--- config.mk ---
export PLATFORM = sky130hd
export DESIGN_NAME = if_stage
export DESIGN_NICKNAME = d
export VERILOG_FILES = /design/src/rtl/mips_pkg.sv /design/src/rtl/if_stage_if_id_reg.sv /design/src/rtl/if_stage.sv
export SDC_FILE = /design/constraint.sdc
export NUM_CORES = 1
export LEC_CHECK = 0
export BUFFER_PORTS_ARGS = -buffer_cell sky130_fd_sc_hd__buf_2
export CAP_MARGIN = 20
export CORE_ASPECT_RATIO = 1.75
export CORE_MARGIN = 4
export CORE_UTILIZATION = 32
export DETAILED_ROUTE_END_ITERATION = 7
export GPL_TIMING_DRIVEN = 1
export REMOVE_ABC_BUFFERS = 1
export SETUP_SLACK_MARGIN = 0.5
export SLEW_MARGIN = 40
export SYNTH_ARGS = -nofsm -noshare
export SYNTH_HDL_FRONTEND = slang
export SYNTH_SLANG_ARGS = --single-unit
--- constraint.sdc ---
create_clock -name clk -period 6 [get_ports clk]
set_clock_uncertainty 0.05 [all_clocks]
set_input_delay 0.9 -clock clk [delete_from_list [all_inputs] [get_ports clk]]
set_output_delay 0.9 -clock clk [all_outputs]
set_load 0.01 [all_outputs]
--- src/rtl/mips_pkg.sv ---
// Shared definitions for the MIPS pipeline front end.
package mips_pkg;

    localparam logic [31:0] NOP_INS          = 32'h0000_0000;
    localparam logic [31:0] PC_RESET_DEFAULT = 32'h0000_0000;

    typedef enum logic {
        RUN    = 1'b0,
        HALTED = 1'b1
    } fetch_state_t;

endpackage

--- src/rtl/if_stage_if_id_reg.sv ---
// IF/ID pipeline register: load a fetched instruction, hold it, or squash
// it to a bubble (NOP, valid cleared, PC fields left untouched).
module if_id_reg
    import mips_pkg::*;
(
    input  logic        clk,
    input  logic        rst,
    input  logic        load,
    input  logic        bubble,
    input  logic [31:0] ins_in,
    input  logic [31:0] pc_in,
    input  logic [31:0] pc4_in,
    output logic [31:0] ins_id,
    output logic [31:0] pc_id,
    output logic [31:0] pc4_id,
    output logic        valid_id
);

    // Bubble outranks load; neither means hold.
    always_ff @(posedge clk) begin
        if (rst) begin
            ins_id   <= NOP_INS;
            pc_id    <= 32'h0;
            pc4_id   <= 32'h0;
            valid_id <= 1'b0;
        end else if (bubble) begin
            ins_id   <= NOP_INS;
            valid_id <= 1'b0;
        end else if (load) begin
            ins_id   <= ins_in;
            pc_id    <= pc_in;
            pc4_id   <= pc4_in;
            valid_id <= 1'b1;
        end
    end

endmodule

--- src/rtl/if_stage.sv ---
// Instruction-fetch stage: PC register, next-PC selection, syscall-halt
// FSM, fetch counter and the IF/ID register.
//
// state  | meaning
// RUN    | fetching; stall/flush/redirect honoured
// HALTED | syscall halt; PC frozen, IF/ID held as bubble until go
module if_stage
    import mips_pkg::*;
#(
    parameter logic [31:0] PC_RESET = PC_RESET_DEFAULT,
    parameter int          IMEM_AW  = 10
) (
    input  logic               clk,
    input  logic               rst,
    input  logic               stall,
    input  logic               flush,
    input  logic               redirect_en,
    input  logic [31:0]        redirect_pc,
    input  logic               halt,
    input  logic               go,
    output logic [IMEM_AW-1:0] imem_addr,
    input  logic [31:0]        imem_rdata,
    output logic [31:0]        ins_id,
    output logic [31:0]        pc_id,
    output logic [31:0]        pc4_id,
    output logic               valid_id,
    output logic               halted,
    output logic [31:0]        fetch_cnt
);

    fetch_state_t state;
    logic [31:0]  pc;
    logic [31:0]  pc_plus4;
    logic [31:0]  redirect_aligned;
    logic         if_bubble;
    logic         if_load;

    assign pc_plus4         = pc + 32'd4;
    assign redirect_aligned = redirect_pc & ~32'h3;
    assign imem_addr        = pc[IMEM_AW+1:2];

    // IF/ID control: any halt, redirect or flush squashes; stall holds.
    always_comb begin
        if_bubble = (state == HALTED) || halt || redirect_en || flush;
        if_load   = !if_bubble && !stall;
    end

    // Halt FSM; halted mirrors the next state as a registered output.
    always_ff @(posedge clk) begin
        if (rst) begin
            state  <= RUN;
            halted <= 1'b0;
        end else begin
            case (state)
                RUN: begin
                    if (halt) begin
                        state  <= HALTED;
                        halted <= 1'b1;
                    end
                end
                HALTED: begin
                    if (go && !halt) begin
                        state  <= RUN;
                        halted <= 1'b0;
                    end
                end
                default: begin
                    state  <= RUN;
                    halted <= 1'b0;
                end
            endcase
        end
    end

    // PC update; a redirect is still taken on the cycle halt arrives.
    always_ff @(posedge clk) begin
        if (rst) begin
            pc <= PC_RESET;
        end else if (state == RUN) begin
            if (redirect_en)
                pc <= redirect_aligned;
            else if (halt)
                pc <= pc;
            else if (flush || !stall)
                pc <= pc_plus4;
        end
    end

    // Count only real instructions entering IF/ID.
    always_ff @(posedge clk) begin
        if (rst)
            fetch_cnt <= 32'h0;
        else if (if_load)
            fetch_cnt <= fetch_cnt + 32'd1;
    end

    if_id_reg u_if_id_reg (
        .clk      (clk),
        .rst      (rst),
        .load     (if_load),
        .bubble   (if_bubble),
        .ins_in   (imem_rdata),
        .pc_in    (pc),
        .pc4_in   (pc_plus4),
        .ins_id   (ins_id),
        .pc_id    (pc_id),
        .pc4_id   (pc4_id),
        .valid_id (valid_id)
    );

endmodule
==> qor.txt, run 1 <==
Crit-path cells - buf_2, nor2_1, and2_4, buf_4, nor2_1, a211oi_1
Top cells by count, synth - dfxtp_1, nand2_1, nor2_1
Worst VDD drop - 0.183 mV
Layout fillers - 2255
Row count - 71
Most frequent cell after synthesis - dfxtp_1
Routed WL - 21900 um
Root buf cell - clkbuf_16
Max Clock Freq - 0.353 GHz
Placed cell area - 8090 um^2
Num CTS Buffers - 17
Antenna-violating nets left - 0
Post-synth cell types - 59
Prevailing post-synth register cell - dfxtp_1
P per Cell Area - 273 nW/um^2
CTS-repair resized insts - 0
Setup Buffers After CTS - 0
TritonCTS clock tree - yes
Unrepaired setup endpoints after global routing - no
WP data arrival - 3120 ps
# DRC - 0
First-pass GRT wire length - 33900 um
Inst Count DP - 1243
Die Span Y - 205 um
Aggregate global-route resource usage - 17.5%
Hold WC Path Type - reg -> reg
Layout area overhead - 22.9%
Hold slack - 399 ps
Gpl congestion - 0.780
Most area-hungry cell type in the Yosys netlist - dfxtp_1
Grt ovf - 0
Async S/R FF share, synth - 0%
Htree depth - 4
Reg power frac - 46.4%
WL/cell - 17.2 um
Startpoint types - input pin
Setup TNS - 0 ps
# port buffers - 204
Initial antenna violation count - 3
Combinational share of power - 7.1%
Critical path's top delay family - simple AND/OR/NAND/NOR gates
Number of synthesis warnings - 0
Run status - finished clean
Min cycle time layout - 2830 ps
Hold-fix buffers, CTS - 0
Initial DRC count - 405
P_int - 1.81 mW
Crit-path max cell delay - 680 ps
Pwr Total - 2.38 mW
Hold Startpoint - u_if_id_reg.pc_id[25]
Critical path origin - stall
Share of cells above drive strength 1 - 29.4%
Vias in the first global route - 6130
Ports - 211
Final Hold Fails - 0
Switching Share - 23.7%
Slowest CP cell - and2_4
Register area share after synthesis - 44.4%
Crit Path Class - in -> reg
Max-slew violations - 0
Critical path fanouts, max - 74
Post-layout util - 40.1%
Router iterations before antenna repair - 4
Vias per cell - 5.06
Worst setup EP type - flip-flop
Design Area, Final - 8690 um^2
Clk slew on worst S/H paths - 60 ps
Core Box Area - 21700 um^2
Rel. slew slack - 46.7%
Cells after Synth - 832
Setup violations, final - 0
Worst Max-Slew Pin Slew - 799 ps
Net switching power - 0.563 mW
Setup WS pre-CTS - 2450 ps
Worst path buffer plus inverter count - 2
Final period utilization - 47.2%
Largest net degree at the start of global routing - 75
CTS sink count - 157
CP required - 6290 ps
Mean post-synth cell area - 8.50 um^2
RR Startpoint - state
Crit-path most repeated cell - nor2_1
DIE AREA - 24600 um^2
Final worst setup slack - 3170 ps
HPWL after detailed placement - 15100 um
Number of flops mapped to enable cells by yosys - 0
Initial Util - 32.6%
Leakage power total - 3.59 nW
Die width - 120 um
Max-cap violations - 0
DR vias - 6446
Nets - 1043
Register bit total from synthesis - 157
Post-route insts no fill - 1274
Synth top area share - 44.4%
Post-Syn Area - 7080 um^2
Clock power share - 46.5%
Clock Tree Buf Depth - 2
Synth top area cells - dfxtp_1, xnor2_1, a21oi_1
Insertion delay to the later sink of the worst-skew pair - 430 ps
-- power by group through the flow --
stage / Sequential, mW / Clock (mW) / Combinational (mW)
after global routing: 1.11 / 1.19 / 0.187
after CTS: 1.10 / 1.14 / 0.170
after global placement: 1.12 / 0 / 0.167
after floorplan: 1.12 / 0 / 0.0773
final: 1.10 / 1.11 / 0.168
after detailed placement: 1.13 / 0 / 0.169
-- metal layers --
layer  vias up  track usage, %  routed length, um
li1       3210               -                  -
met1      3023            19.5               8730
met2       172            31.5              11500
met3        37            4.20               1080
met4         4            7.33                535
met5         -               0                 14
-- worst register-to-register path, stage by stage, from the launching register on --
cell      delay [ps]
dfxtp_1          390
nor3_2           470
and2_4           740
buf_4            580
nor2_1           110
a211oi_1         220
-- kinds of logic (layout without fill, tap and decap cells) --
family / after synthesis / in the layout / share of synthesized area [%]
and+or+nand+nor: 306 / 306 / 20.9
AOI/OAI and AO/OA: 200 / 200 / 19.3
DFF: 157 / 157 / 44.4
buffers and inverters: 103 / 249 / 6.97
xor gates and xnor gates: 56 / 56 / 6.93
muxes: 7 / 7 / 1.03
adders and majority gates: 2 / 2 / 0.354
other: 1 / 5 / 0.0530
-- sequential cells by signal, summed over array words and instances, names as in the netlist --
| name | flops |
|---|---|
| u_if_id_reg.ins_id | 32 |
| halted | 1 |
| u_if_id_reg.pc_id | 30 |
| state | 1 |
| u_if_id_reg.valid_id | 1 |
| fetch_cnt | 32 |
| pc | 30 |
| u_if_id_reg.pc4_id | 30 |
-- placed cells by master, fill, tap and decap left out, drive strengths merged, types with 13 or more instances in the layout --
cell,instances
xnor2,42
o21ai,34
xor2,14
nor4,13
nor2,77
nand4,19
nand3,29
buf,210
a21oi,73
dfxtp,157
clkbuf,23
o221a,32
nor3,23
nand2,98
and3,13
-- final cells by class --
cell class	count	area [um^2]	share of cell area, %
diodes	1	2.50	0.0288
clock buffers	23	478	5.50
clock inverters	7	113	1.30
inverters	9	33.8	0.389
multi-input cells	575	3490	40.1
flip-flops and latches	157	3140	36.1
well taps	292	365	4.20
repair buffers	210	1070	12.3
-- worst paths after layout --
kind / end / depth (start not counted) / slack [ps]
min: u_if_id_reg.pc_id[25] / 2 / 400
max reg2reg: u_if_id_reg.pc4_id[5] / 5 / 3350
max: u_if_id_reg.pc4_id[5] / 6 / 3170
min reg2reg: u_if_id_reg.pc_id[25] / 2 / 400
Note: power is estimated with default switching activity, not from simulation.
==> run 2: changes to the inputs <==
- ABC_AREA: not set -> 1
- clock period: 6 -> 2.6 ns (I/O delays scaled with it)
==> qor.txt, run 2 <==
Most area-hungry cell type in the Yosys netlist - dfxtp_1 (unchanged)
Max Clock Freq - 0.548 GHz
Vias per cell - 4.70 (was 5.06)
Biggest regs - fetch_cnt x32, u_if_id_reg.ins_id x32 (unchanged)
Final worst setup slack - 774 ps (was 3170 ps)
Startpoint types - flip-flop (was input pin)
Worst setup EP type - flip-flop (unchanged)
Row count - 72 (was 71)
Clock Tree Buf Depth - 2 (unchanged)
Register bit total from synthesis - 157 (unchanged)
Die width - 122 um (was 120 um)
Leakage power total - 3.84 nW (was 3.59 nW)
Combinational share of power - 8.5% (was 7.1%)
Clk slew on worst S/H paths - 60 ps (about the same)
P_int - 3.97 mW (was 1.81 mW)
Core Box Area - 22200 um^2 (was 21700 um^2)
Aggregate global-route resource usage - 18.6% (was 17.5%)
# DRC - 0 (unchanged)
Largest net degree at the start of global routing - 79 (was 75)
Post-synth cell types - 33 (was 59)
Top cells by count, synth - nand2_1, dfxtp_1, a21oi_1 (was dfxtp_1, nand2_1, nor2_1)
Max-slew violations - 0 (unchanged)
Gpl congestion - 0.877 (was 0.780)
Crit-path cells - ha_1, nand2_1, nor2_2, nand2_2, nor2_4, nand2_1, nand2_1, nand2_1, o21bai_1, inv_1 (was buf_2, nor2_1, and2_4, buf_4, nor2_1, a211oi_1)
Commonest cells after routing, fill and taps aside - nand2_1, buf_2, dfxtp_1 (was buf_2, dfxtp_1, nand2_1)
Max-cap violations - 0 (unchanged)
Number of synthesis warnings - 0 (unchanged)
Synth top area share - 43.6% (was 44.4%)
Nets - 1286 (was 1043)
Most common cell after layout, fill and taps aside - nand2_1 (was buf_2)
First-pass GRT wire length - 36400 um (was 33900 um)
Htree depth - 4 (unchanged)
TritonCTS clock tree - yes (unchanged)
Rel. slew slack - 60.7% (was 46.7%)
Slowest CP cell - dfxtp_1 (was and2_4)
Number of flops mapped to enable cells by yosys - 0 (unchanged)
R2R Setup Slk - 770 ps (was 3350 ps)
Critical path's top delay family - simple AND/OR/NAND/NOR gates (unchanged)
Prevailing post-synth register cell - dfxtp_1 (unchanged)
Design Area, Final - 9000 um^2 (was 8690 um^2)
DR vias - 7169 (was 6446)
Run status - finished clean (unchanged)
Hold WC Path Type - in -> reg (was reg -> reg)
Root buf cell - clkbuf_16 (unchanged)
Cells after Synth - 1038 (was 832)
Setup WS pre-CTS - 590 ps (was 2450 ps)
Setup Buffers After CTS - 0 (unchanged)
Num CTS Buffers - 17 (unchanged)
Ports - 211 (unchanged)
Layout area overhead - 24.8% (was 22.9%)
Post-Syn Area - 7220 um^2 (was 7080 um^2)
Register area share after synthesis - 43.6% (was 44.4%)
Placed cell area - 8440 um^2 (was 8090 um^2)
Critical path fanouts, max - 7 (was 74)
Initial Util - 32.6% (about the same)
CTS sink count - 157 (unchanged)
Setup violations, final - 0 (unchanged)
Reg power frac - 47.5% (was 46.4%)
Routed WL - 23400 um (was 21900 um)
Grt ovf - 0 (unchanged)
Synth top area cells - dfxtp_1, nand2_1, a21oi_1 (was dfxtp_1, xnor2_1, a21oi_1)
Unrepaired setup endpoints after global routing - no (unchanged)
# port buffers - 204 (unchanged)
Final period utilization - 70.2%
Clock power share - 44.0% (was 46.5%)
Insertion delay to the later sink of the worst-skew pair - 430 ps (about the same)
Share of cells above drive strength 1 - 22.2% (was 29.4%)
P per Cell Area - 601 nW/um^2 (was 273 nW/um^2)
Final Hold Fails - 0 (unchanged)
WL/cell - 15.3 um (was 17.2 um)
Net switching power - 1.44 mW (was 0.563 mW)
Min cycle time layout - 1830 ps
DIE AREA - 25100 um^2 (was 24600 um^2)
Switching Share - 26.7% (was 23.7%)
Most frequent cell after synthesis - nand2_1 (was dfxtp_1)
Initial DRC count - 388 (was 405)
HPWL after detailed placement - 17000 um (was 15100 um)
Mean post-synth cell area - 6.95 um^2 (was 8.50 um^2)
Crit-path max cell delay - 390 ps (was 680 ps)
Die Span Y - 207 um (was 205 um)
Worst VDD drop - 0.364 mV (was 0.183 mV)
Crit-path most repeated cell - nand2_1 (was nor2_1)
Setup TNS - 0 ps (unchanged)
Crit Path Class - reg -> reg (was in -> reg)
Antenna-violating nets left - 0 (unchanged)
Initial antenna violation count - 3 (unchanged)
Async S/R FF share, synth - 0% (unchanged)
Worst Max-Slew Pin Slew - 588 ps (was 799 ps)
CP required - 2880 ps (was 6290 ps)
Vias in the first global route - 6883 (was 6130)
WP data arrival - 2100 ps (was 3120 ps)
Router iterations before antenna repair - 5 (was 4)
Worst path buffer plus inverter count - 1 (was 2)
## run 2: metal layers
metal  wire length (um)  global-route usage [%]  share of wire (%)
met5                  0                       0                  0
met1               8980                    19.9                 38
met4                746                    8.61                3.2
met3                815                    2.94                3.5
met2              12800                    35.1                 55
## run 2: power by group through the flow
stage	Sequential, mW	Combinational, mW	Clock (mW)
floorplan	2.61	0.226	0
global placement	2.62	0.455	0
detailed placement	2.62	0.463	0
CTS	2.57	0.465	2.46
global route	2.58	0.518	2.55
finish	2.57	0.461	2.38
## run 2: final cells by class
class | count | area [um^2]
Fill cell | 2440 | 13200
Tap cell | 296 | 370
Inverter | 76 | 285
Sequential cell | 157 | 3140
Antenna cell | 3 | 7.51
Multi-Input combinational cell | 743 | 3490
Clock buffer | 19 | 433
Clock inverter | 13 | 118
Timing Repair Buffer | 218 | 1150
## run 2: worst reg2reg max path, stage by stage, from the launching register on
cell	delay, ps
dfxtp_1	390
ha_1	240
nand2_1	80
nor2_2	180
nand2_2	140
nor2_4	230
nand2_1	80
nand2_1	60
nand2_1	90
o21bai_1	130
inv_1	50
## run 2: final timing paths
| path | start | endpoint | cells after the start |
|---|---|---|---|
| worst max-delay path | pc[3] | u_if_id_reg.pc4_id[26] | 10 |
| worst min-delay path | imem_rdata[22] | u_if_id_reg.ins_id[22] | 3 |
| worst max register to register | pc[3] | u_if_id_reg.pc4_id[26] | 10 |
| worst min register to register | u_if_id_reg.ins_id[11] | u_if_id_reg.ins_id[11] | 2 |
## run 2: kinds of logic after synthesis
family                   after synthesis  synth area share, %
flip-flops                           157                 43.6
buffers and inverters                141                 8.44
XOR/XNOR                              21                 2.55
AO/OA/AOI/OAI                        248                 18.2
AND/OR/NAND/NOR                      468                 26.8
adder cells (fa/ha/maj)                2                0.347
other                                  1               0.0520
## run 2: repair_timing
action | CTS | global route
hold buffers | 0 | 0
gates resized for setup | 0 | 1
endpoints found under the setup margin | 0 | 2
## run 2: per-stage QoR
stage	total power [mW]	hold slack, ps	util, %	cells
after CTS	5.49	125	40.6	1522
final	5.41	147	40.6	1525
after detailed placement	3.09	403	38.1	1490
after global routing	5.65	133	40.6	1525
after floorplan	2.84	406	-	976
after global placement	3.08	399	38.1	1490
